[src/rtl/pe_row_drain_if.sv]
// rtl/pe_row_drain_if.sv - captured-word stream from the drain controller to the ofmap buffer
interface pe_row_drain_if #(
  parameter int DW = 16,
  parameter int IW = 3
);
  logic [DW-1:0] data;
  logic [IW-1:0] idx;
  logic          last;
  logic          valid;
  logic          ready;

  modport master (output data, idx, last, valid, input ready);
  modport slave  (input data, idx, last, valid, output ready);
endinterface

[src/rtl/pe_row_drain.sv]
// rtl/pe_row_drain.sv - tail-of-row drain controller: load psums, shift chain, capture into FIFO, stream out
module pe_row_drain #(
  parameter int DW         = 16,
  parameter int N_PE       = 8,
  parameter int FIFO_DEPTH = 16,
  localparam int IW        = $clog2(N_PE),
  localparam int CW        = $clog2(FIFO_DEPTH) + 1
) (
  input  logic          clk,
  input  logic          rst,
  input  logic          drain_start,
  output logic          drain_busy,
  output logic          drain_done,
  output logic          err_overrun,
  output logic          pe_en_out,
  output logic          pe_eject_ctrl,
  output logic          pe_clear_psum,
  input  logic [DW-1:0] chain_tail,
  pe_row_drain_if.master m,
  output logic [CW-1:0] fifo_count
);
  localparam int AW = $clog2(FIFO_DEPTH);

  typedef enum logic [1:0] {IDLE, LOAD, SHIFT} state_t;
  state_t state, state_nxt;

  logic [IW-1:0] k;
  logic          full, push, pop, last_k;
  logic [AW-1:0] wr_ptr, rd_ptr;
  logic [DW-1:0] mem_data [FIFO_DEPTH];
  logic [IW-1:0] mem_idx  [FIFO_DEPTH];
  logic          mem_last [FIFO_DEPTH];

  assign full   = (fifo_count == CW'(FIFO_DEPTH));
  assign push   = (state == SHIFT) && !full;
  assign pop    = m.valid && m.ready;
  assign last_k = (k == IW'(N_PE - 1));

  always_ff @(posedge clk or posedge rst) begin
    if (rst) state <= IDLE;
    else     state <= state_nxt;
  end

  always_comb begin
    state_nxt = state;
    case (state)
      IDLE:    if (drain_start) state_nxt = LOAD;
      LOAD:    state_nxt = SHIFT;
      SHIFT:   if (push && last_k) state_nxt = IDLE;
      default: state_nxt = IDLE;
    endcase
  end

  // A full FIFO stalls the chain: without en_out the PEs hold their output regs.
  always_comb begin
    drain_busy    = 1'b0;
    pe_en_out     = 1'b0;
    pe_eject_ctrl = 1'b0;
    pe_clear_psum = 1'b0;
    case (state)
      LOAD: begin
        drain_busy    = 1'b1;
        pe_en_out     = 1'b1;
        pe_clear_psum = 1'b1;
      end
      SHIFT: begin
        drain_busy    = 1'b1;
        pe_en_out     = !full;
        pe_eject_ctrl = 1'b1;
      end
      default: ;
    endcase
  end

  always_ff @(posedge clk or posedge rst) begin
    if (rst) begin
      k           <= '0;
      drain_done  <= 1'b0;
      err_overrun <= 1'b0;
    end else begin
      drain_done  <= push && last_k;
      err_overrun <= drain_start && (state != IDLE);
      if (state == LOAD) k <= '0;
      else if (push)     k <= k + IW'(1);
    end
  end

  always_ff @(posedge clk or posedge rst) begin
    if (rst) begin
      wr_ptr     <= '0;
      rd_ptr     <= '0;
      fifo_count <= '0;
      for (int i = 0; i < FIFO_DEPTH; i++) begin
        mem_data[i] <= '0;
        mem_idx[i]  <= '0;
        mem_last[i] <= 1'b0;
      end
    end else begin
      if (push) begin
        mem_data[wr_ptr] <= chain_tail;
        mem_idx[wr_ptr]  <= IW'(N_PE - 1) - k;
        mem_last[wr_ptr] <= last_k;
        wr_ptr           <= wr_ptr + AW'(1);
      end
      if (pop) rd_ptr <= rd_ptr + AW'(1);
      case ({push, pop})
        2'b10:   fifo_count <= fifo_count + CW'(1);
        2'b01:   fifo_count <= fifo_count - CW'(1);
        default: ;
      endcase
    end
  end

  assign m.data  = mem_data[rd_ptr];
  assign m.idx   = mem_idx[rd_ptr];
  assign m.last  = mem_last[rd_ptr];
  assign m.valid = (fifo_count != '0);
endmodule

[src/flat_wrapper.sv]
// flat-port wrapper written by rule: the top's interface ports become plain ports
module pe_row_drain_flat 
#(
  parameter int DW         = 16,
  parameter int N_PE       = 8,
  parameter int FIFO_DEPTH = 16,
  localparam int IW        = $clog2(N_PE),
  localparam int CW        = $clog2(FIFO_DEPTH) + 1
)
  (clk, rst, drain_start, drain_busy, drain_done, err_overrun, pe_en_out, pe_eject_ctrl, pe_clear_psum, chain_tail, fifo_count, m_data, m_idx, m_last, m_valid, m_ready);
  pe_row_drain_if #(.DW(DW), .IW(3)) m_i ();
  input  logic clk;
  input  logic rst;
  input  logic drain_start;
  output logic drain_busy;
  output logic drain_done;
  output logic err_overrun;
  output logic pe_en_out;
  output logic pe_eject_ctrl;
  output logic pe_clear_psum;
  input  logic [DW-1:0] chain_tail;
  output logic [CW-1:0] fifo_count;
  output wire logic [$bits(m_i.data)-1:0] m_data;
  output wire logic [$bits(m_i.idx)-1:0] m_idx;
  output wire logic [$bits(m_i.last)-1:0] m_last;
  output wire logic [$bits(m_i.valid)-1:0] m_valid;
  input wire logic [$bits(m_i.ready)-1:0] m_ready;
  assign m_data = m_i.data;
  assign m_idx = m_i.idx;
  assign m_last = m_i.last;
  assign m_valid = m_i.valid;
  assign m_i.ready = m_ready;
  pe_row_drain #(.DW(DW), .N_PE(N_PE), .FIFO_DEPTH(FIFO_DEPTH)) u_core (.clk(clk), .rst(rst), .drain_start(drain_start), .drain_busy(drain_busy), .drain_done(drain_done), .err_overrun(err_overrun), .pe_en_out(pe_en_out), .pe_eject_ctrl(pe_eject_ctrl), .pe_clear_psum(pe_clear_psum), .chain_tail(chain_tail), .m(m_i), .fifo_count(fifo_count));
endmodule
[config.mk]
export PLATFORM = sky130hd
export DESIGN_NAME = pe_row_drain_flat
export DESIGN_NICKNAME = d
export VERILOG_FILES = /design/src/rtl/pe_row_drain_if.sv /design/src/rtl/pe_row_drain.sv /design/src/flat_wrapper.sv
export SDC_FILE = /design/constraint.sdc
export NUM_CORES = 1
export LEC_CHECK = 0
export CORE_MARGIN = 2
export CORE_UTILIZATION = 30
export CTS_CLUSTER_DIAMETER = 200
export DETAILED_ROUTE_END_ITERATION = 6
export GPL_TIMING_DRIVEN = 0
export PLACE_DENSITY = 0.47
export RECOVER_POWER = 50
export SYNTH_ARGS = -nofsm -noshare
export SYNTH_HDL_FRONTEND = slang
export SYNTH_SLANG_ARGS = --single-unit
[constraint.sdc]
create_clock -name clk -period 13.16 [get_ports clk]
set_input_delay 2.632 -clock clk [delete_from_list [all_inputs] [get_ports clk]]
set_output_delay 2.632 -clock clk [all_outputs]
set_load 0.005 [all_outputs]
==> out/metrics.cfg, run 1 <==
[placement]
place.gp.congestion = 0.724
place_ws_ns = 7.64
numPortBuffers = 51
dp_hpwl_um = 26600

[sta]
max_slew_margin_pct = -16.3
finalCritPeriodShare_pct = 46.5
fmax_mhz = 163
min_period_ns = 6.12
setup_viol = 0
slew_viol_final = 31
fin_skew_ns = 0.0188
worst_pin_slew_ns = 1.73
fin_tns_setup_ns = 0
rsz0062_at_grt = no
hold_viol = 0
final.setup.worst_slack_ns = 7.04

[logic_synthesis]
ys.flop_type = dfrtp_1
synth-edff-count = 0
syn_area_per_cell_um2 = 14.9
ys_types = 41
syn_area_um2 = 15600
yosysSeqAreaShare_pct = 54.5
synth_fp_nets = 1085
yosysWarnings = 0
synthArstFlopShare_pct = 100
netlist_instances = 1050
ys_ff_latch = 340

[detailed_routing]
wl_met2_um = 19500
route.detailed.drc = 0
dr.pass1.iters = 5
route.met3.wl_um = 1570
wl_met1_um = 19400
post_drt_wl_per_cell_um = 22.3
antenna_left = 0
highest_layer = met5
first_iter_violations = 499
vias = 9123
wl_um = 41400
via_per_inst = 4.91

[clocking]
cts_tree = built
cts_num_sinks = 340
clk_pin_slew_ns = 0.06
cts_hold_buf = 0
max-clock-path-buffers = 3
postCtsSetupRepairBufs = 0
ctsResizeCount = 0
cts_htree_levels = 2
cts_root_buffer = clkbuf_16
clock_latency_ns = 0.56
cts_buffers = 41

[cells_and_area]
area_growth_pct = 16.9
drive_gt1_share_pct = 37.2
layout.nets = 1182
fin_util_pct = 35.5

[worst_setup_path]
endpoint_kind = output port
cp-start-kind = register
cp.arrival_ns = 3.49
path_class = reg -> out
cp_max_fo = 10
cp_data_required_time_ns = 10.53

[power]
p_per_area_nw_per_um2 = 229
p_comb_share_pct = 35.0
p_seq_share_pct = 37.8
p_sw_uw = 1330
pwr-share-clk_pct = 27.1
fin_total_pwr_uw = 4180
irDropWorstVdd_uv = 104
p_leak_uw = 0.00804
p_int_uw = 2850
p_sw_share_pct = 31.7

[floorplanning]
ios = 52
die_w_um = 232
die-area_um2 = 53900
start_util_pct = 30.4
core_um2 = 51400
dieHeight_um = 232
rows = 83

[global_route]
overflow = 0
global_route.usage.total_pct = 15.8
grt_max_degree = 122
antenna_found_initial = 2
grt_pass1_wl_um = 62800
grt_pass1_vias = 9622

[hold_path]
hold_path.class = reg -> reg

[status]
status = complete, but fails checks
violations = capacitance limit, slew limit

[run]
drv_cap = 1

-- worst paths after layout --
path	start	end	slack, ns	cells after the start
setup / recovery	u_core.rd_ptr[1]	m_last	7.04	6
hold / removal	u_core.mem_idx[41]	u_core.mem_idx[41]	0.47	2
setup reg to reg	u_core.state[0]	u_core.fifo_count[4]	9.02	12
hold reg to reg	u_core.mem_idx[41]	u_core.mem_idx[41]	0.47	2
max in group asynchronous	rst	u_core.mem_data[42]	8.58	4
min in group asynchronous	rst	u_core.err_overrun	2.96	2
-- layout by cell type, fill, tap and decap left out, drive strengths merged, types with 2 or more instances in the layout --
cell type and instances:
a211oi 12, a21oi 29, a22oi 40, and2 2
buf 27, clkbuf 134, clkdlybuf4s50 38, clkinv 2
dfrtp 340, dlygate4sd3 13, ha 14, inv 21
mux2 275, mux2i 14, mux4 80, nand2 40
nand3 4, nand3b 8, nand4 2, nor2 30
nor2b 4, nor4 2, o2111ai 4, o21ai 18
xnor2 9
-- cell families (layout without fill, tap and decap cells) --
| group | Yosys count | in the layout | share of synthesized area, % |
|---|---|---|---|
| simple gates | 97 | 97 | 2.96 |
| flops | 340 | 340 | 54.5 |
| xor+xnor | 10 | 10 | 0.561 |
| mux | 369 | 369 | 32.3 |
| fa+ha+maj | 15 | 15 | 1.25 |
| compound gates | 108 | 108 | 5.25 |
| other cells | 0 | 1 | 0 |
| buf+inv | 111 | 237 | 3.17 |
-- registers in the layout, indices dropped and copies added, names as in the netlist --
name                cells
u_core.k                3
u_core.state            2
u_core.mem_data       256
u_core.mem_last        16
u_core.mem_idx         48
u_core.err_overrun      1
u_core.wr_ptr           4
u_core.fifo_count       5
u_core.drain_done       1
u_core.rd_ptr           4
-- power groups by stage --
stage | registers (uW) | clock network [uW] | logic (uW)
global placement | 1590 | 0 | 1490
global route | 1630 | 1210 | 1590
finish | 1580 | 1130 | 1460
detailed placement | 1600 | 0 | 1520
floorplan | 1540 | 0 | 1030
CTS | 1580 | 1170 | 1520
-- cell usage after synthesis, drive strengths merged (2+ instances only) --
library cell  instances  area share, %
a211oi               12           0.87
nand3b                8           0.38
and2                  2          0.080
a21oi                29           0.95
o21ai                18           0.58
nand4                 2          0.080
dfrtp               340             55
nor4                  2           0.18
inv                  22           0.53
ha                   14            1.1
mux2                275             20
buf                  48            1.7
nor2b                 4           0.16
nand3                 4           0.13
nor2                 30           0.74
xnor2                 9           0.51
mux4                 80             12
o2111ai               4           0.67
mux2i                14           0.90
clkbuf               41           0.99
nand2                40           0.96
a22oi                40            1.9
-- critical path: stages, from the launching register on --
cell and delay [ns]:
dfrtp_1 0.35, clkbuf_1 0.41, clkbuf_1 0.80, mux4_2 0.44, a22oi_1 0.23, nand2_1 0.21, clkdlybuf4s50_1 0.49
-- metrics by stage --
step	instances	hold slack (ns)	area, um^2
floorplan	1050	0.445	15600
global placement	1781	0.457	17000
detailed placement	1784	0.466	17100
CTS	1856	0.478	18400
global route	1856	0.494	18200
finish	1857	0.475	18200
-- layer usage --
| metal | vias to the layer above | track usage, % |
|---|---|---|
| met2 | 156 | 25.3 |
| met4 | 2 | 4.85 |
| li1 | 4063 | - |
| met1 | 4834 | 21.8 |
| met5 | - | 0 |
| met3 | 68 | 2.76 |
-- area by class of cell --
type / count / area, um^2
Fill cell: 5007 / 33200
Sequential cell: 340 / 8510
Multi-Input combinational cell: 599 / 6480
Clock buffer: 69 / 1310
Tap cell: 680 / 851
Timing Repair Buffer: 54 / 593
Buffer: 89 / 373
Inverter: 22 / 83.8
Clock inverter: 3 / 40.0
Antenna cell: 1 / 2.50
No activity file was read; power rests on OpenSTA's default activity.
==> run 2: changes to the inputs <==
--- a/config.mk
+++ b/config.mk
@@ -10,7 +10,7 @@
 export CTS_CLUSTER_DIAMETER = 200
 export DETAILED_ROUTE_END_ITERATION = 6
 export GPL_TIMING_DRIVEN = 0
-export PLACE_DENSITY = 0.47
+export PLACE_DENSITY = 0.48
 export RECOVER_POWER = 50
 export SYNTH_ARGS = -nofsm -noshare
 export SYNTH_HDL_FRONTEND = slang
==> constraint.sdc (replaced) <==
create_clock -name clk -period 5.1 [get_ports clk]
set_input_delay 1.02 -clock clk [delete_from_list [all_inputs] [get_ports clk]]
set_output_delay 1.02 -clock clk [all_outputs]
set_load 0.005 [all_outputs]
==> run 2 against run 1 <==
  * The flow still finishes with violations (capacitance limit, slew limit)
  * First-iteration DRC count decreased by 10%
  * Sequential power rose to 2.6 times the previous value
  * Power rose to 2.6 times the previous value
  * Clock power rose to 2.6 times the previous value
  * Global-route usage hardly changed
  * Utilization is 0.15 points higher
  * Critical path type unchanged
  * Highest routed layer unchanged
==> out/metrics.cfg, run 2 (same netlist as run 1, synthesis figures left out) <==
[worst_setup_path]
rrSetupSlack_ns = 1.05  ; -7.97 ns
cp.arrival_ns = 3.47  ; -0.02 ns
r2r_start = u_core.state[0]
r2r-end = u_core.fifo_count[4]
path_class = reg -> out
worst_path_dominant_cell_family = buffers and inverters
cp_cell_sequence = clkbuf_1, clkbuf_1, mux4_2, a22oi_1, nand2_1, clkdlybuf4s50_1
cp_max_fo = 10  ; unchanged
cp_data_required_time_ns = 4.08  ; -6.45 ns
cp-start-kind = register
cp_common_cell = clkbuf_1
slowest_stage = clkbuf_1
slowest_delay_ns = 0.83  ; +0.03 ns
endpoint_kind = output port
path_buf_inv = 3  ; unchanged
rr_worst_depth = 12  ; unchanged

[detailed_routing]
vias = 9207  ; +0.92%
antenna_left = 0  ; unchanged
first_iter_violations = 449  ; -10%
dr.pass1.iters = 4  ; -1
route.detailed.drc = 0  ; unchanged
post_drt_wl_per_cell_um = 22.1  ; -0.93%
via_per_inst = 4.95  ; +0.70%
wl_um = 41200  ; -0.71%

[status]
status = complete, but fails checks
violations = capacitance limit, slew limit

[hold_path]
min_to = u_core.mem_idx[44]
hold_path.class = reg -> reg
hold_depth = 2  ; unchanged
min_from = u_core.mem_idx[44]

[global_route]
grt_pass1_vias = 9788  ; +1.7%
antenna_found_initial = 1  ; -1
global_route.usage.total_pct = 15.8  ; +0.047 points
grt_pass1_wl_um = 63200  ; +0.63%
overflow = 0  ; unchanged
grt_max_degree = 42  ; -66%

[floorplanning]
rows = 83  ; unchanged
die-area_um2 = 53900  ; unchanged
ios = 52  ; unchanged
die_w_um = 232  ; unchanged
core_um2 = 51400  ; unchanged
dieHeight_um = 232  ; unchanged
start_util_pct = 30.4  ; unchanged

[placement]
numPortBuffers = 51  ; unchanged
dp_hpwl_um = 27000  ; +1.5%
place.gp.congestion = 0.731  ; +0.98%

[clocking]
cts_root_buffer = clkbuf_16
postCtsSetupRepairBufs = 0  ; unchanged
clock_latency_ns = 0.55  ; about the same
cts_htree_levels = 2  ; unchanged
ctsResizeCount = 0  ; unchanged
cts_hold_buf = 0  ; unchanged
cts_buffers = 40  ; -2.4%
max-clock-path-buffers = 3  ; unchanged
clk_pin_slew_ns = 0.06  ; about the same
cts_tree = built
cts_num_sinks = 340  ; unchanged

[cells_and_area]
antenna_cells = 0  ; -1
largest_reg_flops = 256  ; unchanged
drive_gt1_share_pct = 39.9  ; +2.7 points
area_growth_pct = 17.4
layout.nets = 1187  ; +0.42%
fill_cells = 4965  ; -0.84%
top_regs = u_core.mem_data x256, u_core.mem_idx x48, u_core.mem_last x16
final_cell_mix = 340 x dfrtp_1, 268 x mux2_2, 80 x mux4_2
layout_commonest_cell = dfrtp_1
top_register = u_core.mem_data

[sta]
max_slew_margin_pct = -44.7  ; -28 points
finalCritPeriodShare_pct = 88.1
setup_viol = 0  ; unchanged
slew_viol_final = 64  ; +110%
rsz0062_at_grt = no
fin_tns_setup_ns = 0  ; unchanged
hold_viol = 0  ; unchanged
worst_pin_slew_ns = 2.17  ; +0.436 ns
min_period_ns = 4.49
fin_skew_ns = 0.00861  ; -0.0102 ns
worst_hold_slack_ns = 0.479  ; +0.00433 ns
fmax_mhz = 223

[power]
p_per_area_nw_per_um2 = 591  ; +160%
p_leak_uw = 0.00814  ; +1.3%
p_comb_share_pct = 35.0  ; about the same
pwr-share-clk_pct = 27.4  ; +0.3 points
p_sw_share_pct = 31.6  ; -0.16 points
irDropWorstVdd_uv = 311  ; +200%
p_seq_share_pct = 37.6  ; -0.2 points
p_int_uw = 7410  ; +160%
p_sw_uw = 3420  ; +160%

[run]
drv_cap = 2  ; +1

-- run 2: area by class of cell --
class	instances	area (um^2)	share of cell area, %
Buffer	89	398	2.17
Clock buffer	59	1200	6.57
Clock inverter	12	163	0.888
Inverter	22	83.8	0.458
Multi-Input combinational cell	599	6510	35.5
Sequential cell	340	8510	46.4
Tap cell	680	851	4.64
Timing Repair Buffer	60	601	3.28
-- run 2: per-layer routing --
metal  GRT usage (%)  part of all wire, %  wire (um)
met5               0                0.027         11
met4            5.09                  2.6       1080
met3            2.60                  3.4       1380
met2            25.7                   48      19700
met1            21.6                   46      19000
-- run 2: worst min-delay path, delay by kind of cell, from the launching register on --
family	cells	cell delay, ns
compound gates	1	0.06
flops	1	0.34
simple gates	1	0.05
-- run 2: power groups by stage --
stage | Sequential, uW | Clock [uW] | Combinational [uW]
after floorplan | 3980 | 0 | 2660
after global placement | 4110 | 0 | 3840
after detailed placement | 4130 | 0 | 3910
after CTS | 4090 | 3060 | 3930
after global routing | 4190 | 3170 | 4130
final | 4080 | 2960 | 3790
-- run 2: worst max path at each step --
stage                          start                  end  depth (start not counted)
floorplan                        rst    u_core.drain_done                          1
global placement                 rst  u_core.mem_data[11]                          2
detailed placement  u_core.rd_ptr[1]               m_last                          6
CTS                 u_core.rd_ptr[1]               m_last                          6
global route                     rst  u_core.mem_data[53]                          5
finish              u_core.rd_ptr[1]               m_last                          6
-- run 2: metrics by stage --
stage	utilization [%]	power [uW]	setup WS (ns)	cell area (um^2)	std cells
after floorplan	-	6640	-0.467	15600	1050
after global placement	33.0	7950	-3.11	17000	1781
after detailed placement	33.4	8040	1.19	17200	1790
after CTS	36.0	11100	0.593	18500	1861
after global routing	35.6	11500	0.351	18300	1861
final	35.6	10800	0.608	18300	1861
